$ cat src/rtl/fp_div_iter.sv
// Iterative IEEE-754 single-precision divider: radix-2 restoring mantissa divide,
// one quotient bit per cycle, valid/ready handshakes on input and output.
module fp_div_iter (
    input  logic        clk,
    input  logic        reset,
    input  logic        in_valid,
    output logic        in_ready,
    input  logic [31:0] a,
    input  logic [31:0] b,
    output logic        out_valid,
    input  logic        out_ready,
    output logic [31:0] result,
    output logic        exception,
    output logic        overflow,
    output logic        underflow,
    output logic        div_by_zero
);

    typedef enum logic [1:0] {
        ST_IDLE   = 2'd0,
        ST_DIVIDE = 2'd1,
        ST_NORM   = 2'd2,
        ST_DONE   = 2'd3
    } state_t;

    state_t             state_r, state_s;
    logic               sign_r;
    logic signed [9:0]  exp_r;
    logic [23:0]        mb_r;
    logic [24:0]        r_r;
    logic [25:0]        q_r;
    logic [4:0]         cnt_r;
    logic [31:0]        result_r;
    logic               exception_r, overflow_r, underflow_r, div_by_zero_r;

    logic [7:0]         ea_s, eb_s;
    logic               exc_s, a_zero_s, b_zero_s, accept_s;
    logic signed [9:0]  exp_in_s;
    logic               ge_s;
    logic [23:0]        diff_s;
    logic [24:0]        r_step_s;
    logic [22:0]        mant_s;
    logic               guard_s, sticky_s, inc_s;
    logic [23:0]        mant_rnd_s;
    logic signed [9:0]  exp_n_s, exp_rnd_s;

    assign ea_s     = a[30:23];
    assign eb_s     = b[30:23];
    assign exc_s    = (&ea_s) | (&eb_s);
    assign a_zero_s = (ea_s == 8'd0);
    assign b_zero_s = (eb_s == 8'd0);
    assign exp_in_s = $signed({2'b00, ea_s}) - $signed({2'b00, eb_s}) + 10'sd127;
    assign in_ready = (state_r == ST_IDLE) & ~reset;
    assign accept_s = in_valid & in_ready;
    assign out_valid   = (state_r == ST_DONE);
    assign result      = result_r;
    assign exception   = exception_r;
    assign overflow    = overflow_r;
    assign underflow   = underflow_r;
    assign div_by_zero = div_by_zero_r;

    // Restoring divide step; the true difference is below mb so 24 bits suffice.
    always_comb begin
        ge_s     = (r_r >= {1'b0, mb_r});
        diff_s   = r_r[23:0] - mb_r;
        r_step_s = ge_s ? {diff_s, 1'b0} : {r_r[23:0], 1'b0};
    end

    // Normalise on the quotient's integer bit, then round to nearest even.
    always_comb begin
        if (q_r[25]) begin
            mant_s   = q_r[24:2];
            guard_s  = q_r[1];
            sticky_s = q_r[0] | (r_r != 25'd0);
            exp_n_s  = exp_r;
        end else begin
            mant_s   = q_r[23:1];
            guard_s  = q_r[0];
            sticky_s = (r_r != 25'd0);
            exp_n_s  = exp_r - 10'sd1;
        end
        inc_s      = guard_s & (sticky_s | mant_s[0]);
        mant_rnd_s = {1'b0, mant_s} + {23'd0, inc_s};
        exp_rnd_s  = mant_rnd_s[23] ? (exp_n_s + 10'sd1) : exp_n_s;
    end

    // Next-state decode.
    always_comb begin
        state_s = state_r;
        case (state_r)
            ST_IDLE: begin
                if (accept_s) begin
                    state_s = (exc_s | a_zero_s | b_zero_s) ? ST_DONE : ST_DIVIDE;
                end else begin
                    state_s = ST_IDLE;
                end
            end
            ST_DIVIDE: begin
                if (cnt_r == 5'd0) begin
                    state_s = ST_NORM;
                end else begin
                    state_s = ST_DIVIDE;
                end
            end
            ST_NORM: state_s = ST_DONE;
            ST_DONE: begin
                if (out_ready) begin
                    state_s = ST_IDLE;
                end else begin
                    state_s = ST_DONE;
                end
            end
            default: state_s = ST_IDLE;
        endcase
    end

    // State register.
    always_ff @(posedge clk) begin
        if (reset) begin
            state_r <= ST_IDLE;
        end else begin
            state_r <= state_s;
        end
    end

    // Operand capture, divide iterations and result/flag registers.
    always_ff @(posedge clk) begin
        if (reset) begin
            sign_r        <= 1'b0;
            exp_r         <= 10'sd0;
            mb_r          <= 24'd0;
            r_r           <= 25'd0;
            q_r           <= 26'd0;
            cnt_r         <= 5'd0;
            result_r      <= 32'd0;
            exception_r   <= 1'b0;
            overflow_r    <= 1'b0;
            underflow_r   <= 1'b0;
            div_by_zero_r <= 1'b0;
        end else begin
            case (state_r)
                ST_IDLE: begin
                    if (accept_s) begin
                        sign_r        <= a[31] ^ b[31];
                        exp_r         <= exp_in_s;
                        mb_r          <= {1'b1, b[22:0]};
                        r_r           <= {2'b01, a[22:0]};
                        q_r           <= 26'd0;
                        cnt_r         <= 5'd25;
                        exception_r   <= 1'b0;
                        overflow_r    <= 1'b0;
                        underflow_r   <= 1'b0;
                        div_by_zero_r <= 1'b0;
                        if (exc_s) begin
                            result_r    <= {a[31] ^ b[31], 31'd0};
                            exception_r <= 1'b1;
                        end else if (b_zero_s) begin
                            result_r      <= {a[31] ^ b[31], 8'hFF, 23'd0};
                            div_by_zero_r <= 1'b1;
                        end else if (a_zero_s) begin
                            result_r <= {a[31] ^ b[31], 31'd0};
                        end
                    end
                end
                ST_DIVIDE: begin
                    r_r   <= r_step_s;
                    q_r   <= {q_r[24:0], ge_s};
                    cnt_r <= cnt_r - 5'd1;
                end
                ST_NORM: begin
                    if (exp_rnd_s >= 10'sd255) begin
                        result_r   <= {sign_r, 8'hFF, 23'd0};
                        overflow_r <= 1'b1;
                    end else if (exp_rnd_s <= 10'sd0) begin
                        result_r    <= {sign_r, 31'd0};
                        underflow_r <= 1'b1;
                    end else begin
                        result_r <= {sign_r, exp_rnd_s[7:0], mant_rnd_s[22:0]};
                    end
                end
                default: begin
                    result_r <= result_r;
                end
            endcase
        end
    end

endmodule

$ cat config.mk
export PLATFORM = sky130hd
export DESIGN_NAME = fp_div_iter
export DESIGN_NICKNAME = d
export VERILOG_FILES = /design/src/rtl/fp_div_iter.sv
export SDC_FILE = /design/constraint.sdc
export NUM_CORES = 1
export LEC_CHECK = 0
export BUFFER_PORTS_ARGS = -buffer_cell sky130_fd_sc_hd__buf_2
export CORE_AREA = 5 5 148 150
export CTS_CLUSTER_SIZE = 28
export DETAILED_ROUTE_END_ITERATION = 8
export DIE_AREA = 0 0 153 155
export GPL_ROUTABILITY_DRIVEN = 0
export SYNTH_ARGS = -nofsm -noshare
export SYNTH_HDL_FRONTEND = slang
export SYNTH_SLANG_ARGS = --single-unit
$ cat constraint.sdc
create_clock -name clk -period 3.4 [get_ports clk]
set_input_delay 0.68 -clock clk [delete_from_list [all_inputs] [get_ports clk]]
set_output_delay 0.68 -clock clk [all_outputs]
set_load 0.02 [all_outputs]
==> flow_metrics.env <==
export IMPL_status="finished clean"
export IMPL_setup_viol=0
export IMPL_synthCells=1103
export IMPL_hold_viol=0
export IMPL_timing_fmax_mhz=315
export IMPL_fin_setup_tns_ns=0
export IMPL_most_common_layout_cells="180 x nand2_1, 128 x dfxtp_1, 104 x buf_2"
export IMPL_powerDensity_mw_per_mm2=721
export IMPL_ant_nets=0
export IMPL_max_slew_margin_pct=49.8
export IMPL_rows=53
export IMPL_synth_seq_cells=129
export IMPL_fp_dieW_um=153
export IMPL_crit_arrival_ns=3.55
export IMPL_drtPass1Iterations=5
export IMPL_fin_nets=1298
export IMPL_rsz0062_at_grt="false"
export IMPL_clock_path_buffers=2
export IMPL_maxCapViolations=0
export IMPL_worst_slack_ns=0.230
export IMPL_clk_pin_slew_worst_paths_ns=0.06
export IMPL_antenna_found_initial=0
export IMPL_synthDistinctLibCells=75
export IMPL_drt_initial_drc_count=418
export IMPL_async_flop_share_pct=0
export IMPL_syn_area_sq_mm=0.00837
export IMPL_clock_root_buffer="clkbuf_16"
export IMPL_vias=8142
export IMPL_holdCritPathClass="reg -> reg"
export IMPL_n_antenna_cell=0
export IMPL_grt_usage_pct=19.4
export IMPL_ctsHoldBuffers=0
export IMPL_drive_gt1_share_pct=16.8
export IMPL_synthToLayoutAreaGrowth_pct=17.8
export IMPL_drc=0
export IMPL_worst_pin_slew_ns=0.751
export IMPL_fill_cells=2049
export IMPL_grt_pass1_wl_mm=38.7
export IMPL_maxSlewViolCount=0
export IMPL_hpwl_mm=16.8
export IMPL_worstPathRequired_ns=3.78
export IMPL_ir_drop_v=0.000528
export IMPL_start_util_pct=40.7
export IMPL_routedWlPerCell_um=15.6
export IMPL_grt_max_degree=55
export IMPL_seq_area_frac_synth_pct=30.8
export IMPL_synth_edf_count=0
export IMPL_finClkSkew_ns=0.0142
export IMPL_synth_fp_nets=1210
export IMPL_reg2reg_slack_ns=0.23
export IMPL_htree_levels=4
export IMPL_io_buffers=105
export IMPL_cp_start_kind="flip-flop"
export IMPL_grt_ovfl_total=0
export IMPL_worstPathMaxFanout=23
export IMPL_synth_area_per_cell_sq_um=7.59
export IMPL_numCtsBuffers=17
export IMPL_viasPerCell=5.51
export IMPL_clk_latency_ns=0.43
export IMPL_fin_crit_sh_pct=93.2
export IMPL_dieArea_sq_mm=0.0237
export IMPL_yosys_warnings=0
export IMPL_cts_tree="yes"
export IMPL_cts_sinks=129
export IMPL_ys_flop_type="dfxtp_1"
export IMPL_finalCriticalPeriod_ns=3.17
export IMPL_core_area_sq_mm=0.0206
export IMPL_io_pins=106
export IMPL_final_common_cell="nand2_1"
export IMPL_end_kind="flip-flop"
export IMPL_die_height_um=155
export IMPL_critPathKind="reg -> reg"
export IMPL_totalWireLength_mm=23.1
export IMPL_grt_pass1_vias=7873
export IMPL_p_leak_nw=3.82
export IMPL_place_ws_ns=0.207
[through the flow]
stage | util [%] | std cells | power [mW] | cell area, sq um | hold slack [ns]
after global placement | 44.9 | 1447 | 5.11 | 9220 | 0.445
after detailed placement | 44.9 | 1447 | 5.11 | 9220 | 0.449
after global routing | 48.0 | 1479 | 7.63 | 9870 | 0.482
after CTS | 48.0 | 1479 | 7.14 | 9860 | 0.458
final | 48.0 | 1479 | 7.12 | 9870 | 0.454
after floorplan | - | 1103 | 4.24 | 8380 | 0.436
[flip-flops by register name, indices dropped and copies added (netlist names), 2 cells and up]
| signal | flops |
|---|---|
| r_r | 25 |
| q_r | 26 |
| mb_r | 24 |
| state_r | 2 |
| result | 32 |
| exp_r | 10 |
| cnt_r | 5 |
[cells in the mapped netlist (5+ instances only)]
| cell type | count | area [sq um] |
|---|---|---|
| xnor2_1 | 39 | 342 |
| a21o_1 | 14 | 105 |
| nor3_1 | 26 | 130 |
| or3_1 | 5 | 31.3 |
| a311oi_1 | 5 | 43.8 |
| nor2_1 | 78 | 293 |
| dfxtp_1 | 129 | 2580 |
| a31oi_1 | 29 | 181 |
| o221ai_1 | 10 | 87.6 |
| nand2b_1 | 10 | 62.6 |
| and3_1 | 6 | 37.5 |
| clkbuf_1 | 53 | 199 |
| and2_1 | 6 | 37.5 |
| inv_1 | 51 | 191 |
| xor2_1 | 19 | 166 |
| nor2b_1 | 10 | 62.6 |
| o22ai_1 | 5 | 31.3 |
| buf_1 | 9 | 33.8 |
| o21a_1 | 5 | 37.5 |
| or4_1 | 8 | 60.1 |
| nand2_1 | 181 | 679 |
| or2_2 | 5 | 31.3 |
| ha_1 | 37 | 463 |
| a22o_1 | 20 | 175 |
| o21ai_0 | 31 | 155 |
| nand4_1 | 11 | 68.8 |
| mux2i_1 | 24 | 240 |
| nor4_1 | 13 | 81.3 |
| a21boi_0 | 5 | 37.5 |
| a21oi_1 | 96 | 480 |
| nand3_1 | 55 | 275 |
| a211oi_1 | 28 | 210 |
[worst max-delay path, stage by stage, from the launching register on]
cell       delay [ns]
dfxtp_1          0.37
inv_1            0.10
ha_1             0.32
or3b_2           0.49
a2111oi_1        0.37
a41oi_1          0.14
nor4_2           0.30
mux2i_1          0.25
and3_1           0.20
o311a_4          0.36
a32o_1           0.20
[cell type report]
class	instances	area (sq um)	area share [%]
tap	275	344	3.49
sequential	129	2590	26.2
clock inverter	13	184	1.86
timing repair buffer	140	791	8.01
multi-input combinational	851	5320	53.9
inverter	52	195	1.98
clock buffer	19	453	4.59
[cells by family after synthesis]
family	Yosys count	synth area share, %
adders and majority gates	39	6.01
DFF	129	30.8
and+or+nand+nor	439	25.0
xor gates and xnor gates	58	6.07
AOI/OAI and AO/OA	287	22.7
buffers and inverters	123	5.98
muxes	28	3.41
[per-layer routing]
| metal | wire length (um) | vias to the layer above | global-route usage, % |
|---|---|---|---|
| met5 | 0 | - | 0 |
| met4 | 221 | 0 | 4.12 |
| met3 | 976 | 17 | 4.34 |
| met2 | 10900 | 179 | 32.7 |
| met1 | 11000 | 3806 | 25.8 |
| li1 | - | 4140 | - |
[power breakdown]
| group | internal [mW] | leakage (nW) | switching, mW |
|---|---|---|---|
| Combinational | 1.30 | 2.46 | 1.95 |
| Sequential | 1.68 | 1.05 | 0.192 |
| Clock | 1.27 | 0.305 | 0.724 |
| Total | 4.25 | 3.82 | 2.87 |
[final timing paths]
check                              from                       to  depth (start not counted)
setup / recovery  exp_r[1]$_SDFFE_PP0P_  result[18]$_SDFFE_PP0P_                         10
hold / removal     mb_r[4]$_SDFFE_PP0P_     mb_r[4]$_SDFFE_PP0P_                          2
setup reg to reg  exp_r[1]$_SDFFE_PP0P_  result[18]$_SDFFE_PP0P_                         10
hold reg to reg    mb_r[4]$_SDFFE_PP0P_     mb_r[4]$_SDFFE_PP0P_                          2
[what timing repair did]
action,4_1_cts,5_1_grt
setup buffers,0,0
endpoints found under the setup margin,0,32
resized for setup,0,3
Note: power is estimated with default switching activity, not from simulation.
